`src/rtl/mem_request_arbiter.sv`:
```
// Single-port memory arbiter: serializes instruction fetches and data
// loads/stores onto one RAM port, returns registered one-cycle hit strobes,
// keeps fetch from starving behind data traffic and bounds every access
// with a wait-cycle timeout that forces an error completion.
module mem_request_arbiter #(
    parameter int                DATA_W   = 32,
    parameter int                TIMEOUT  = 15,
    parameter logic [DATA_W-1:0] ERR_WORD = 32'hBAD1BAD1
) (
    input  logic              CLK,
    input  logic              nRST,
    input  logic              iREN,
    input  logic [DATA_W-1:0] iaddr,
    output logic [DATA_W-1:0] iload,
    output logic              ihit,
    input  logic              dREN,
    input  logic              dWEN,
    input  logic [DATA_W-1:0] daddr,
    input  logic [DATA_W-1:0] dstore,
    output logic [DATA_W-1:0] dload,
    output logic              dhit,
    output logic              ramREN,
    output logic              ramWEN,
    output logic [DATA_W-1:0] ramaddr,
    output logic [DATA_W-1:0] ramstore,
    input  logic [DATA_W-1:0] ramload,
    input  logic [1:0]        ramstate,
    output logic              bus_err
);

    // RAM status codes; FREE (0) and BUSY (1) both simply mean "keep waiting".
    localparam logic [1:0] RS_ACCESS = 2'd2;
    localparam logic [1:0] RS_ERROR  = 2'd3;

    localparam logic [2:0] IDLE   = 3'd0;
    localparam logic [2:0] IREAD  = 3'd1;
    localparam logic [2:0] DREAD  = 3'd2;
    localparam logic [2:0] DWRITE = 3'd3;
    localparam logic [2:0] RESP   = 3'd4;

    localparam int              CNT_W   = $clog2(TIMEOUT + 1);
    localparam logic [CNT_W-1:0] CNT_MAX = CNT_W'(TIMEOUT);

    logic [2:0]       state_reg;
    logic [2:0]       grant_next;
    logic [CNT_W-1:0] wait_cnt_reg;
    logic             fair_reg;
    logic             in_access;
    logic             is_data;
    logic             done_ok;
    logic             done_err;
    logic             done;
    logic             granting;

    assign in_access = (state_reg == IREAD) || (state_reg == DREAD) || (state_reg == DWRITE);
    assign is_data   = (state_reg == DREAD) || (state_reg == DWRITE);
    // A valid ACCESS wins over a timeout that lands in the same cycle.
    assign done_ok   = in_access && (ramstate == RS_ACCESS);
    assign done_err  = in_access && !done_ok &&
                       ((ramstate == RS_ERROR) || (wait_cnt_reg == CNT_MAX));
    assign done      = done_ok || done_err;
    assign granting  = (state_reg == IDLE) && (grant_next != IDLE);

    // Arbitration priority in IDLE: owed fetch, write, read, fetch.
    always_comb begin
        grant_next = IDLE;
        if (fair_reg && iREN) begin
            grant_next = IREAD;
        end else if (dWEN) begin
            grant_next = DWRITE;
        end else if (dREN) begin
            grant_next = DREAD;
        end else if (iREN) begin
            grant_next = IREAD;
        end
    end

    // Main FSM: grant/latch, drive RAM strobes, complete with a registered hit.
    always_ff @(posedge CLK or negedge nRST) begin
        if (!nRST) begin
            state_reg <= IDLE;
            ihit      <= 1'b0;
            dhit      <= 1'b0;
            ramREN    <= 1'b0;
            ramWEN    <= 1'b0;
            iload     <= '0;
            dload     <= '0;
            ramaddr   <= '0;
            ramstore  <= '0;
        end else begin
            ihit <= 1'b0;
            dhit <= 1'b0;
            case (state_reg)
                IDLE: begin
                    if (granting) begin
                        state_reg <= grant_next;
                        ramaddr   <= (grant_next == IREAD) ? iaddr : daddr;
                        ramstore  <= dstore;
                        ramREN    <= (grant_next != DWRITE);
                        ramWEN    <= (grant_next == DWRITE);
                    end
                end
                IREAD, DREAD, DWRITE: begin
                    if (done) begin
                        state_reg <= RESP;
                        ramREN    <= 1'b0;
                        ramWEN    <= 1'b0;
                        if (state_reg == IREAD) begin
                            ihit  <= 1'b1;
                            iload <= done_ok ? ramload : ERR_WORD;
                        end else begin
                            dhit <= 1'b1;
                            if (state_reg == DREAD) begin
                                dload <= done_ok ? ramload : ERR_WORD;
                            end
                        end
                    end
                end
                RESP: begin
                    state_reg <= IDLE;
                end
                default: begin
                    state_reg <= IDLE;
                    ramREN    <= 1'b0;
                    ramWEN    <= 1'b0;
                end
            endcase
        end
    end

    // Wait counter: cleared on grant, counts access cycles, saturates at TIMEOUT.
    always_ff @(posedge CLK or negedge nRST) begin
        if (!nRST) begin
            wait_cnt_reg <= '0;
        end else if (granting) begin
            wait_cnt_reg <= '0;
        end else if (in_access && (wait_cnt_reg != CNT_MAX)) begin
            wait_cnt_reg <= wait_cnt_reg + CNT_W'(1);
        end
    end

    // Fairness flag and sticky bus error.
    always_ff @(posedge CLK or negedge nRST) begin
        if (!nRST) begin
            fair_reg <= 1'b0;
            bus_err  <= 1'b0;
        end else begin
            if (granting && (grant_next == IREAD)) begin
                fair_reg <= 1'b0;
            end else if (done && is_data && iREN) begin
                fair_reg <= 1'b1;
            end
            if (done_err) begin
                bus_err <= 1'b1;
            end
        end
    end

endmodule

```
`config.mk`:
```
export PLATFORM = sky130hd
export DESIGN_NAME = mem_request_arbiter
export DESIGN_NICKNAME = d
export VERILOG_FILES = /design/src/rtl/mem_request_arbiter.sv
export SDC_FILE = /design/constraint.sdc
export NUM_CORES = 1
export LEC_CHECK = 0
export BUFFER_PORTS_ARGS = -buffer_cell sky130_fd_sc_hd__buf_2
export CAP_MARGIN = 40
export CORE_ASPECT_RATIO = 1.4
export CORE_MARGIN = 3
export CORE_UTILIZATION = 45
export CTS_CLUSTER_DIAMETER = 50
export DETAILED_ROUTE_END_ITERATION = 8
export PLACE_DENSITY = 0.88
export SLEW_MARGIN = 20
export SYNTH_ARGS = -nofsm -noshare
export SYNTH_HDL_FRONTEND = slang
export SYNTH_SLANG_ARGS = --single-unit
```
`constraint.sdc`:
```
create_clock -name CLK -period 2.4 [get_ports CLK]
set_input_delay 0.12 -clock CLK [delete_from_list [all_inputs] [get_ports CLK]]
set_output_delay 0.12 -clock CLK [all_outputs]
set_load 0.1 [all_outputs]
```
## Word-level counts from Yosys, hierarchy flattened

Index checks and enable logic that the tools add are counted.

| word-level totals | value |
|---|---|
| register bits | 141 |
| bits of input ports | 135 |
| output and inout bits | 133 |
| word-level logic and storage cells | 77 |

| cells by class | value |
|---|---|
| add/sub/neg operators | 1 |
| equal/unequal tests | 13 |
| muxes and demuxes | 24 |
| bitwise logic cells | 2 |
| reductions and logical operators | 25 |

Operator list:

| operator | number |
|---|---|
| 32-bit 2-to-1 mux | 2 |
| 1-bit 2-to-1 mux | 12 |
| 3-bit 2-to-1 mux | 4 |
| 3-bit by 2-bit == test with 1-bit output, second input constant | 3 |
| 1-bit logical AND | 9 |
| 4-bit 2-to-1 mux | 2 |
| 3-bit by 1-bit == test with 1-bit output, second input constant | 2 |
| 1-bit one-hot mux with 3 select lines | 2 |
| 3-bit one-hot mux with 2 select lines | 1 |
| 3-bit AND reduction | 2 |
| 1-bit logical OR | 5 |
| 4-bit by 1-bit adder with 4-bit output, second input constant | 1 |
| 2-bit == test, second input constant | 2 |
| 4-bit == test, second input constant | 1 |
| 2-bit inequality test, second input constant | 2 |
| 4-bit inequality test, second input constant | 1 |
| 2-bit AND reduction | 2 |
| 4-bit AND reduction | 1 |
| 2-bit nonzero test | 2 |
| 3-bit == test, second input constant | 1 |
| 3-bit logical NOT | 1 |
| 3-bit by 2-bit inequality test with 1-bit output, second input constant | 1 |
| 3-bit nonzero test | 1 |
| 3-bit OR reduction | 1 |
| 3 further kinds | 4 |

## Longest topological paths before layout

Gate-level depths: netlist (run 1).

| depth | value |
|---|---|
| depth in word-level cells | 12 |
| depth in mapped cells | 6 |
| depth with buffers taken out | 5 |

## Least setup slack after synthesis (run 1)

Ideal clock, no wire load.

| timing path | value |
|---|---|
| kind | register to register |
| start point | reg wait_cnt_reg[0] |
| end point | reg iload[11] |
| setup time | 121 ps |
| arrival time | 1546 ps |
| required time | 2279 ps |
| setup slack | 733 ps |
| cell stages (with the launch flop) | 7 |
| buffers on the path | 1 |
| period minus slack after synthesis | 1667 ps |
| path through | dfrtp_1 > ha_1 > a31oi_2 > nand3b_1 > inv_2 > buf_2 > o22a_1 |

| on the way | value |
|---|---|
| cells in the longest elaborated chain, start to end | 5 |

Ends and longest elaborated chain:

| what | line | text |
|---|---|---|
| from (decl) | 46 | `logic [CNT_W-1:0] wait_cnt_reg;` |
| from (signal assigned) | 138 | `wait_cnt_reg <= wait_cnt_reg + CNT_W'(1);` |
| 4-bit == test | 60 | `((ramstate == RS_ERROR) \|\| (wait_cnt_reg == CNT_MAX));` |
| 1-bit logical OR | 60 |  |
| 1-bit logical AND | 59 | `assign done_err = in_access && !done_ok &&` |
| 1-bit logical OR | 61 | `assign done = done_ok \|\| done_err;` |
| 3-bit AND reduction (no source line) | - |  |
| to (signal assigned) | 110 | `iload <= done_ok ? ramload : ERR_WORD;` |
| to (decl) | 14 | `output logic [DATA_W-1:0] iload,` |

No other way between the ends.
A chain may end at the register's enable or synchronous reset.

## Worst setup path in the final report (run 1)

| timing path | value |
|---|---|
| start point | reg state_reg[1] |
| end point | reg ramaddr[14] |

| on the way | value |
|---|---|
| cells in the longest elaborated chain, start to end | 3 |

Ends and longest elaborated chain:

| what | line | text |
|---|---|---|
| from (decl) | 44 | `logic [2:0] state_reg;` |
| from (signal assigned) | 96 | `state_reg <= grant_next;` |
| 3-bit logical NOT (*) | 62, 93 |  |
| 1-bit logical AND | 62 | `assign granting = (state_reg == IDLE) && (grant_next != IDLE);` |
| 2-bit AND reduction (no source line) (*) | - |  |
| to (signal assigned) | 97 | `ramaddr <= (grant_next == IREAD) ? iaddr : daddr;` |
| to (decl) | 24 | `output logic [DATA_W-1:0] ramaddr,` |

Mark *: on every way between the ends. The rest lies on a longest branch, timed or not.

==> results of run 1 <==
==> metal layers <==
layer	vias up	global-route usage (%)	share of wire, %
met5	-	0	0
met4	0	13.2	3.6
met3	57	6.37	6.8
met2	298	48.7	54
met1	2777	30.7	36
li1	2539	-	-
==> worst min-delay path, delay by kind of cell <==
family,cells,cell delay [ns]
AO/OA/AOI/OAI,1,0.08
buffers and inverters,1,0.10
AND/OR/NAND/NOR,1,0.08
==> worst paths after layout <==
check	cells after the start	slack [ns]	to	startpoint
min in group asynchronous	2	0.23	iload[15]$_DFFE_PN0P_	nRST
max in group asynchronous	3	1.33	dload[1]$_DFFE_PN0P_	nRST
min	3	0.02	ramaddr[7]$_DFFE_PN0P_	iaddr[7]
max reg2reg	5	0.18	ramaddr[14]$_DFFE_PN0P_	state_reg[1]$_DFFE_PN0P_
max	5	0.18	ramaddr[14]$_DFFE_PN0P_	state_reg[1]$_DFFE_PN0P_
min reg2reg	1	0.45	bus_err$_DFFE_PN0P_	bus_err$_DFFE_PN0P_
==> Yosys cell counts (all sizes together) <==
master and number:
buf 18, or2 1, o32a 1, or3 5
nand3b 1, o211ai 3, nand4 2, nand2 3
a32o 1, o31ai 1, dfrtp 141, o22a 36
o2bb2ai 1, a31oi 33, clkbuf 23, mux2 32
nand3 40, nor3 5, nor2 6, ha 1
o21bai 2, and2 1, and3 3, inv 3
o21ba 2, o21ai 36, nor2b 1, nand2b 2
a21oi 36, a21o 1, a22o 28, mux2i 1
==> repair_timing <==
item,in CTS,in global routing
hold buffers,120,0
setup endpoints to repair,0,11
hold endpoints to repair,181,0
gates resized for setup,0,1
==> through the flow <==
step / hold WS [ns] / utilization (%) / cell area [um^2] / setup slack (ns)
finish: 0.0183 / 73.5 / 9090 / 0.178
floorplan: -0.176 / - / 5740 / 0.733
global route: 0.0103 / 73.5 / 9090 / 0.0585
CTS: 0.00164 / 73.4 / 9080 / 0.123
global placement: 0.114 / 58.1 / 7180 / 0.466
detailed placement: 0.122 / 58.5 / 7240 / 0.442
==> logic make-up (layout without fill, tap and decap cells) <==
logic type | Yosys count | count (layout) | synth area share (%)
other | 0 | 1 | 0
AO/OA/AOI/OAI | 181 | 181 | 21.5
adder cells (fa/ha/maj) | 1 | 1 | 0.218
multiplexers | 33 | 33 | 6.46
AND/OR/NAND/NOR | 70 | 70 | 6.59
flip-flops | 141 | 141 | 61.5
buffers and inverters | 44 | 435 | 3.69
==> cell type report <==
class	instances	area, um^2	area share [%]
Multi-Input combinational cell	285	2010	22.1
Clock inverter	13	214	2.35
Clock buffer	18	429	4.72
Tap cell	150	188	2.06
Inverter	3	11.3	0.124
Timing Repair Buffer	401	2710	29.8
Antenna cell	1	2.50	0.0275
Sequential cell	141	3530	38.8
==> flow_summary.yaml, run 1 <==
outcome:
  outcome: "complete, no violations"
place:
  dp.cells: 860
  finalWeightedCongestion: 0.783
  io_buffer_count: 267
  dp_hpwl_um: 11200
synth:
  yosys_warnings: 0
  syn_inst: 470
  synth_seq_area_share_pct: 61.5
  yosys.area.top_type_share_pct: 61.5
  synth_area_leaders: "dfrtp_1 (62%), mux2_2 (5.5%), o22a_1 (5.5%)"
  synth_nets: 606
  ys_types: 39
  netlist_area_um2: 5740
  ys_ff_latch: 141
  synth_area_leader_cell: "dfrtp_1"
  avgSynthCellArea_um2: 12.2
cts:
  htreeDepth: 4
  insertion_delay_ns: 0.41
  root_buffer: "clkbuf_16"
  path_clk_slew_ns: 0.06
  clock_path_buffers: 2
  cts_setup_buffers: 0
  clkSinkCount: 141
  cts_tree: "done"
  numCtsBuffers: 17
global_routing:
  grt_overflow: 0
  gr-usage-all-layers_pct: 27.6
  antenna_found_initial: 1
  grt_max_degree: 58
  grt_pass1_vias: 6155
  grt_pass1_wl_um: 30900
floorplan:
  die_y_um: 140
  dieArea_um2: 14200
  rows: 48
  initial_core_util_pct: 46.4
  boundaryPins: 268
  dieWidth_um: 101
  fp.coreArea_um2: 12400
critical_path:
  slowest_delay_ns: 0.60
  arrival_ns: 2.51
  path_buf_inv: 2
  crit_family: "buffers and inverters"
  cp_slowest_cell: "dlygate4sd3_1"
  critPathLaunchType: "flop"
  crit_path_end_kind: "flop"
  path_cells: "or3_1 -> nor2_4 -> buf_4 -> a31oi_1 -> dlygate4sd3_1"
  crit_type: "reg2reg"
  path_max_fanout: 27
  required_ns: 2.68
drt:
  drt_iter0_markers: 264
  drt-total-wl_um: 19200
  viasPerCell: 5.60
  vias: 5671
  drt-pass1-iter-count: 5
  antenna_left: 0
  wire_per_inst_um: 19.0
  drc_errors: 0
sta:
  rsz0062_at_grt: "false"
  min_period_ns: 2.22
  fmax_mhz: 450
  setup_viol_count_final: 0
  hold_viol: 0
  fin_skew_ns: 0.0100
  fin_setup_tns_ns: 0
  worst-slew-pin-transition_ns: 0.639
  drv_slew: 0
  post-route-period-util_pct: 92.6
  slew_headroom_pct: 57.4
cells_and_area:
  final_cell_mix: "buf_2 (266), dfrtp_1 (141), dlygate4sd3_1 (120)"
  layout_commonest_cell: "buf_2"
  fillers: 835
  instances_no_fill: 1012
  fin_nets: 985
  area_growth_pct: 58.5
  drive_gt1_share_pct: 40.5
hold_path:
  hold_path.class: "in2reg"
run:
  cap_viol_max_count: 0
Power of run 1 is not shown: default switching activity piles up to over one toggle a cycle in this logic, so the estimate is an artifact.
==> run 2: changes to the inputs <==
--- a/config.mk
+++ b/config.mk
@@ -12,7 +12,7 @@
 export CORE_UTILIZATION = 45
 export CTS_CLUSTER_DIAMETER = 50
 export DETAILED_ROUTE_END_ITERATION = 8
-export PLACE_DENSITY = 0.88
+export PLACE_DENSITY_LB_ADDON = 0.1
 export SLEW_MARGIN = 20
 export SYNTH_ARGS = -nofsm -noshare
 export SYNTH_HDL_FRONTEND = slang
==> run 2 against run 1 <==
Worst hold slack hardly changed. Clock skew shrank 0.0012 ns. Final cell count is 0.20% higher. Register-to-register slack gained 0.05 ns. Non-clock buffer count rose by 3. Final area about the same. First-iteration DRC count fell by 26%. Sequential cell count stayed put. Highest routed layer unchanged.
==> flow_summary.yaml, run 2 (synthesis gave the netlist of run 1 again) <==
outcome:
  outcome: "complete, no violations"
floorplan:
  boundaryPins: 268
  dieWidth_um: 101
  dieArea_um2: 14200
  rows: 48
  die_y_um: 140
  initial_core_util_pct: 46.4
  fp.coreArea_um2: 12400
critical_path:
  slowest_delay_ns: 0.58
  r2r_start: "state_reg[2]$_DFFE_PN0P_"
  path_cells: "or3_1 -> nor2_4 -> buf_6 -> a31oi_1 -> dlygate4sd3_1"
  path_max_fanout: 35
  reg2reg_slack_ns: 0.23
  reg2reg_depth: 5
  arrival_ns: 2.45
  crit_path_end_kind: "flop"
  path_buf_inv: 2
  crit_type: "reg2reg"
  r2r_end: "ramaddr[7]$_DFFE_PN0P_"
  crit_family: "buffers and inverters"
  critPathLaunchType: "flop"
  timing.critical_path.from: "state_reg[2]$_DFFE_PN0P_"
  cp_slowest_cell: "dlygate4sd3_1"
  required_ns: 2.68
sta:
  fin_skew_ns: 0.00878
  post-route-period-util_pct: 90.4
  whs_ns: 0.0179
  hold_viol: 0
  setup_viol_count_final: 0
  rsz0062_at_grt: "false"
  drv_slew: 0
  worst-slew-pin-transition_ns: 0.778
  fmax_mhz: 461
  slew_headroom_pct: 48.0
  fin_setup_tns_ns: 0
  min_period_ns: 2.17
drt:
  drc_errors: 0
  drt-pass1-iter-count: 4
  drt-total-wl_um: 17300
  antenna_left: 0
  viasPerCell: 5.38
  drt_iter0_markers: 195
  wire_per_inst_um: 17.1
  vias: 5460
cts:
  numCtsBuffers: 17
  htreeDepth: 4
  clkSinkCount: 141
  path_clk_slew_ns: 0.06
  clock_path_buffers: 2
  root_buffer: "clkbuf_16"
  insertion_delay_ns: 0.40
  cts_setup_buffers: 0
  cts_tree: "done"
place:
  io_buffer_count: 267
  dp_hpwl_um: 11100
  finalWeightedCongestion: 0.824
  dp.cells: 858
cells_and_area:
  final-seq-area_um2: 3530
  fillers: 910
  diodes: 0
  final_cell_mix: "buf_2 (266), dfrtp_1 (141), dlygate4sd3_1 (125)"
  area_growth_pct: 58.6
  drive_gt1_share_pct: 40.2
  multi_input_area_um2: 2020
  instances_no_fill: 1014
  layout_commonest_cell: "buf_2"
  fin_nets: 988
global_routing:
  grt_pass1_vias: 5618
  grt_overflow: 0
  antenna_found_initial: 0
  grt_pass1_wl_um: 27900
  gr-usage-all-layers_pct: 24.5
  grt_max_degree: 64
hold_path:
  hold_path.class: "in2reg"
  whs_endpoint: "ramaddr[29]$_DFFE_PN0P_"
  whs_path_depth: 3
  worstHoldStart: "iaddr[29]"
run:
  cap_viol_max_count: 0
==> run 2: changes by cell type in the layout (fill, tap and decap cells not counted) <==
cell           delta
diode_2           -1
o21bai_2          -1
dlygate4sd3_1     +5
buf_4             -1
clkinv_2          +1
buf_16            -2
buf_8             +1
clkinvlp_4        -2
clkinv_4          +1
o21bai_4          +1
==> run 2: cell type report <==
class                           instances  share of cell area [%]
Sequential cell                       141                    38.8
Timing Repair Buffer                  404                    29.8
Multi-Input combinational cell        285                    22.2
Clock buffer                           18                    4.72
Clock inverter                         13                    2.34
Tap cell                              150                    2.06
Inverter                                3                   0.124
==> run 2: worst register-to-register path, delay by kind of cell (launching register included) <==
kind,cells,cell delay [ns]
flops,1,0.48
compound gates,1,0.14
buf+inv,2,0.85
simple gates,2,0.57
==> run 2: worst max path at each step <==
| stage | end | slack, ns | depth (start not counted) |
|---|---|---|---|
| 2_1_floorplan | iload[11]$_DFFE_PN0P_ | 0.73 | 6 |
| 3_3_place_gp | ramstore[11]$_DFFE_PN0P_ | 0.52 | 4 |
| 3_5_place_dp | ramstore[9]$_DFFE_PN0P_ | 0.47 | 4 |
| 4_1_cts | ramaddr[22]$_DFFE_PN0P_ | 0.18 | 5 |
| 5_1_grt | ramaddr[15]$_DFFE_PN0P_ | 0.09 | 5 |
| 6_report | ramaddr[7]$_DFFE_PN0P_ | 0.23 | 5 |
==> run 2: timing repair <==
item | 4_1_cts | 5_1_grt
hold buffers | 125 | 0
endpoints found under the hold margin | 183 | 0
resized for setup | 0 | 1
endpoints found under the setup margin | 0 | 3
==> run 2: through the flow <==
stage / worst slack, ns / util [%] / cell area (um^2)
6_report: 0.230 / 73.5 / 9090
5_1_grt: 0.0881 / 73.5 / 9090
3_3_place_gp: 0.520 / 58.0 / 7180
2_1_floorplan: 0.733 / - / 5740
3_5_place_dp: 0.467 / 58.2 / 7200
4_1_cts: 0.175 / 73.5 / 9090
==> run 2: routing by layer <==
metal / share of wire (%) / GRT usage [%] / vias to the layer above / routed length, um
li1: - / - / 2536 / -
met1: 40 / 30.5 / 2670 / 6840
met2: 52 / 41.5 / 211 / 8920
met3: 6.1 / 5.22 / 43 / 1060
met4: 2.7 / 8.96 / 0 / 467
met5: 0 / 0 / - / 0
Power of run 2 is left out for the same reason.
==> run 3: changes to the inputs <==
--- a/config.mk
+++ b/config.mk
@@ -8,7 +8,7 @@
 export BUFFER_PORTS_ARGS = -buffer_cell sky130_fd_sc_hd__buf_2
 export CAP_MARGIN = 40
 export CORE_ASPECT_RATIO = 1.4
-export CORE_MARGIN = 3
+export CORE_MARGIN = 5
 export CORE_UTILIZATION = 45
 export CTS_CLUSTER_DIAMETER = 50
 export DETAILED_ROUTE_END_ITERATION = 8
==> constraint.sdc (replaced) <==
create_clock -name CLK -period 2.1 [get_ports CLK]
set_input_delay 0.105 -clock CLK [delete_from_list [all_inputs] [get_ports CLK]]
set_output_delay 0.105 -clock CLK [all_outputs]
set_load 0.1 [all_outputs]
==> run 3 against run 2 <==
Worst setup slack lost 0.14 ns. Sequential cell count stayed put. Maximum frequency increased by 8.1%. Worst hold slack gained 0.011 ns. Register-to-register slack worse by 0.14 ns. Clock skew decreased by 0.00078 ns. Critical path depth unchanged. Sequential share of layout area shrank 0.47 points. Final area increased by 1.3%. Non-clock buffer count up 9.
==> flow_summary.yaml, run 3 (synthesis gave the netlist of run 1 again) <==
outcome:
  outcome: "complete, no violations"
critical_path:
  slowest_delay_ns: 0.57
  path_max_fanout: 12
  crit_family: "buffers and inverters"
  crit_type: "reg2reg"
  path_cells: "or3_1 -> nor2_4 -> buf_6 -> a31oi_1 -> dlygate4sd3_1"
  crit_path_end_kind: "flop"
  cp_slowest_cell: "dlygate4sd3_1"
  path_buf_inv: 2
  critPathLaunchType: "flop"
  required_ns: 2.39
  arrival_ns: 2.30
hold_path:
  hold_path.class: "in2reg"
sta:
  drv_slew: 0
  setup_viol_count_final: 0
  hold_viol: 0
  post-route-period-util_pct: 95.6
  fmax_mhz: 498
  fin_skew_ns: 0.00800
  fin_setup_tns_ns: 0
  rsz0062_at_grt: "false"
  worst-slew-pin-transition_ns: 0.582
  slew_headroom_pct: 61.2
  min_period_ns: 2.01
cts:
  root_buffer: "clkbuf_16"
  insertion_delay_ns: 0.41
  clock_path_buffers: 2
  numCtsBuffers: 17
  path_clk_slew_ns: 0.06
  clkSinkCount: 141
  cts_tree: "done"
  htreeDepth: 4
floorplan:
  dieArea_um2: 15100
  boundaryPins: 268
  dieWidth_um: 105
  fp.coreArea_um2: 12400
  rows: 48
  die_y_um: 144
  initial_core_util_pct: 46.1
drt:
  wire_per_inst_um: 18.0
  drc_errors: 0
  drt_iter0_markers: 230
  antenna_left: 0
  vias: 5646
  drt-pass1-iter-count: 4
  drt-total-wl_um: 18400
  viasPerCell: 5.52
global_routing:
  grt_max_degree: 65
  antenna_found_initial: 0
  grt_overflow: 0
  gr-usage-all-layers_pct: 24.3
  grt_pass1_vias: 6033
  grt_pass1_wl_um: 29300
place:
  finalWeightedCongestion: 0.848
  dp_hpwl_um: 11600
  io_buffer_count: 267
cells_and_area:
  fin_nets: 997
  final_cell_mix: "buf_2 (266), dfrtp_1 (140), dlygate4sd3_1 (129)"
  layout_commonest_cell: "buf_2"
  drive_gt1_share_pct: 40.5
  area_growth_pct: 60.6
run:
  cap_viol_max_count: 0
-- run 3: metrics by stage --
stage	setup WS, ns	util (%)	instance area (um^2)	std cells	hold WS, ns
after floorplan	0.433	-	5740	470	-0.191
after global placement	0.291	58.3	7250	862	0.127
after detailed placement	0.237	58.3	7250	862	0.133
after CTS	0.0475	73.9	9190	1021	0.0149
after global routing	0.00754	74.1	9210	1022	0.0492
final	0.0926	74.1	9210	1023	0.0293
-- run 3: worst paths after layout --
check / startpoint / endpoint / slack (ns) / depth (start not counted)
max: state_reg[2]$_DFFE_PN0P_ / ramaddr[5]$_DFFE_PN0P_ / 0.09 / 5
min: ramstate[0] / bus_err$_DFFE_PN0P_ / 0.03 / 4
max reg2reg: state_reg[2]$_DFFE_PN0P_ / ramaddr[5]$_DFFE_PN0P_ / 0.09 / 5
min reg2reg: bus_err$_DFFE_PN0P_ / bus_err$_DFFE_PN0P_ / 0.47 / 1
max in group asynchronous: nRST / ramstore[25]$_DFFE_PN0P_ / 1.20 / 3
min in group asynchronous: nRST / iload[23]$_DFFE_PN0P_ / 0.24 / 2
-- run 3: worst reg2reg max path, stage by stage, from the launching register on --
cell           delay, ns
dfrtp_2             0.47
or3_1               0.44
nor2_4              0.15
buf_6               0.17
a31oi_1             0.10
dlygate4sd3_1       0.57
-- run 3: cell type report --
| cell class | instances | area [um^2] |
|---|---|---|
| Sequential cell | 141 | 3530 |
| Antenna cell | 1 | 2.50 |
| Clock inverter | 12 | 208 |
| Inverter | 3 | 11.3 |
| Multi-Input combinational cell | 285 | 2020 |
| Tap cell | 150 | 188 |
| Timing Repair Buffer | 413 | 2820 |
| Clock buffer | 18 | 439 |
| Fill cell | 874 | 3220 |
-- run 3: layer usage --
layer	share of wire [%]	up-vias	GRT usage (%)
met2	51	277	41.5
met4	3.6	0	12.5
met1	38	2754	28.2
li1	-	2560	-
met3	7.2	55	6.20
met5	0	-	0
-- run 3: repair_timing --
item | CTS | global route
gates resized for setup | 0 | 3
hold buffers | 129 | 0
setup buffers | 0 | 1
endpoints found under the setup margin | 0 | 6
hold endpoints to repair | 190 | 0
Power of run 3 is left out for the same reason.
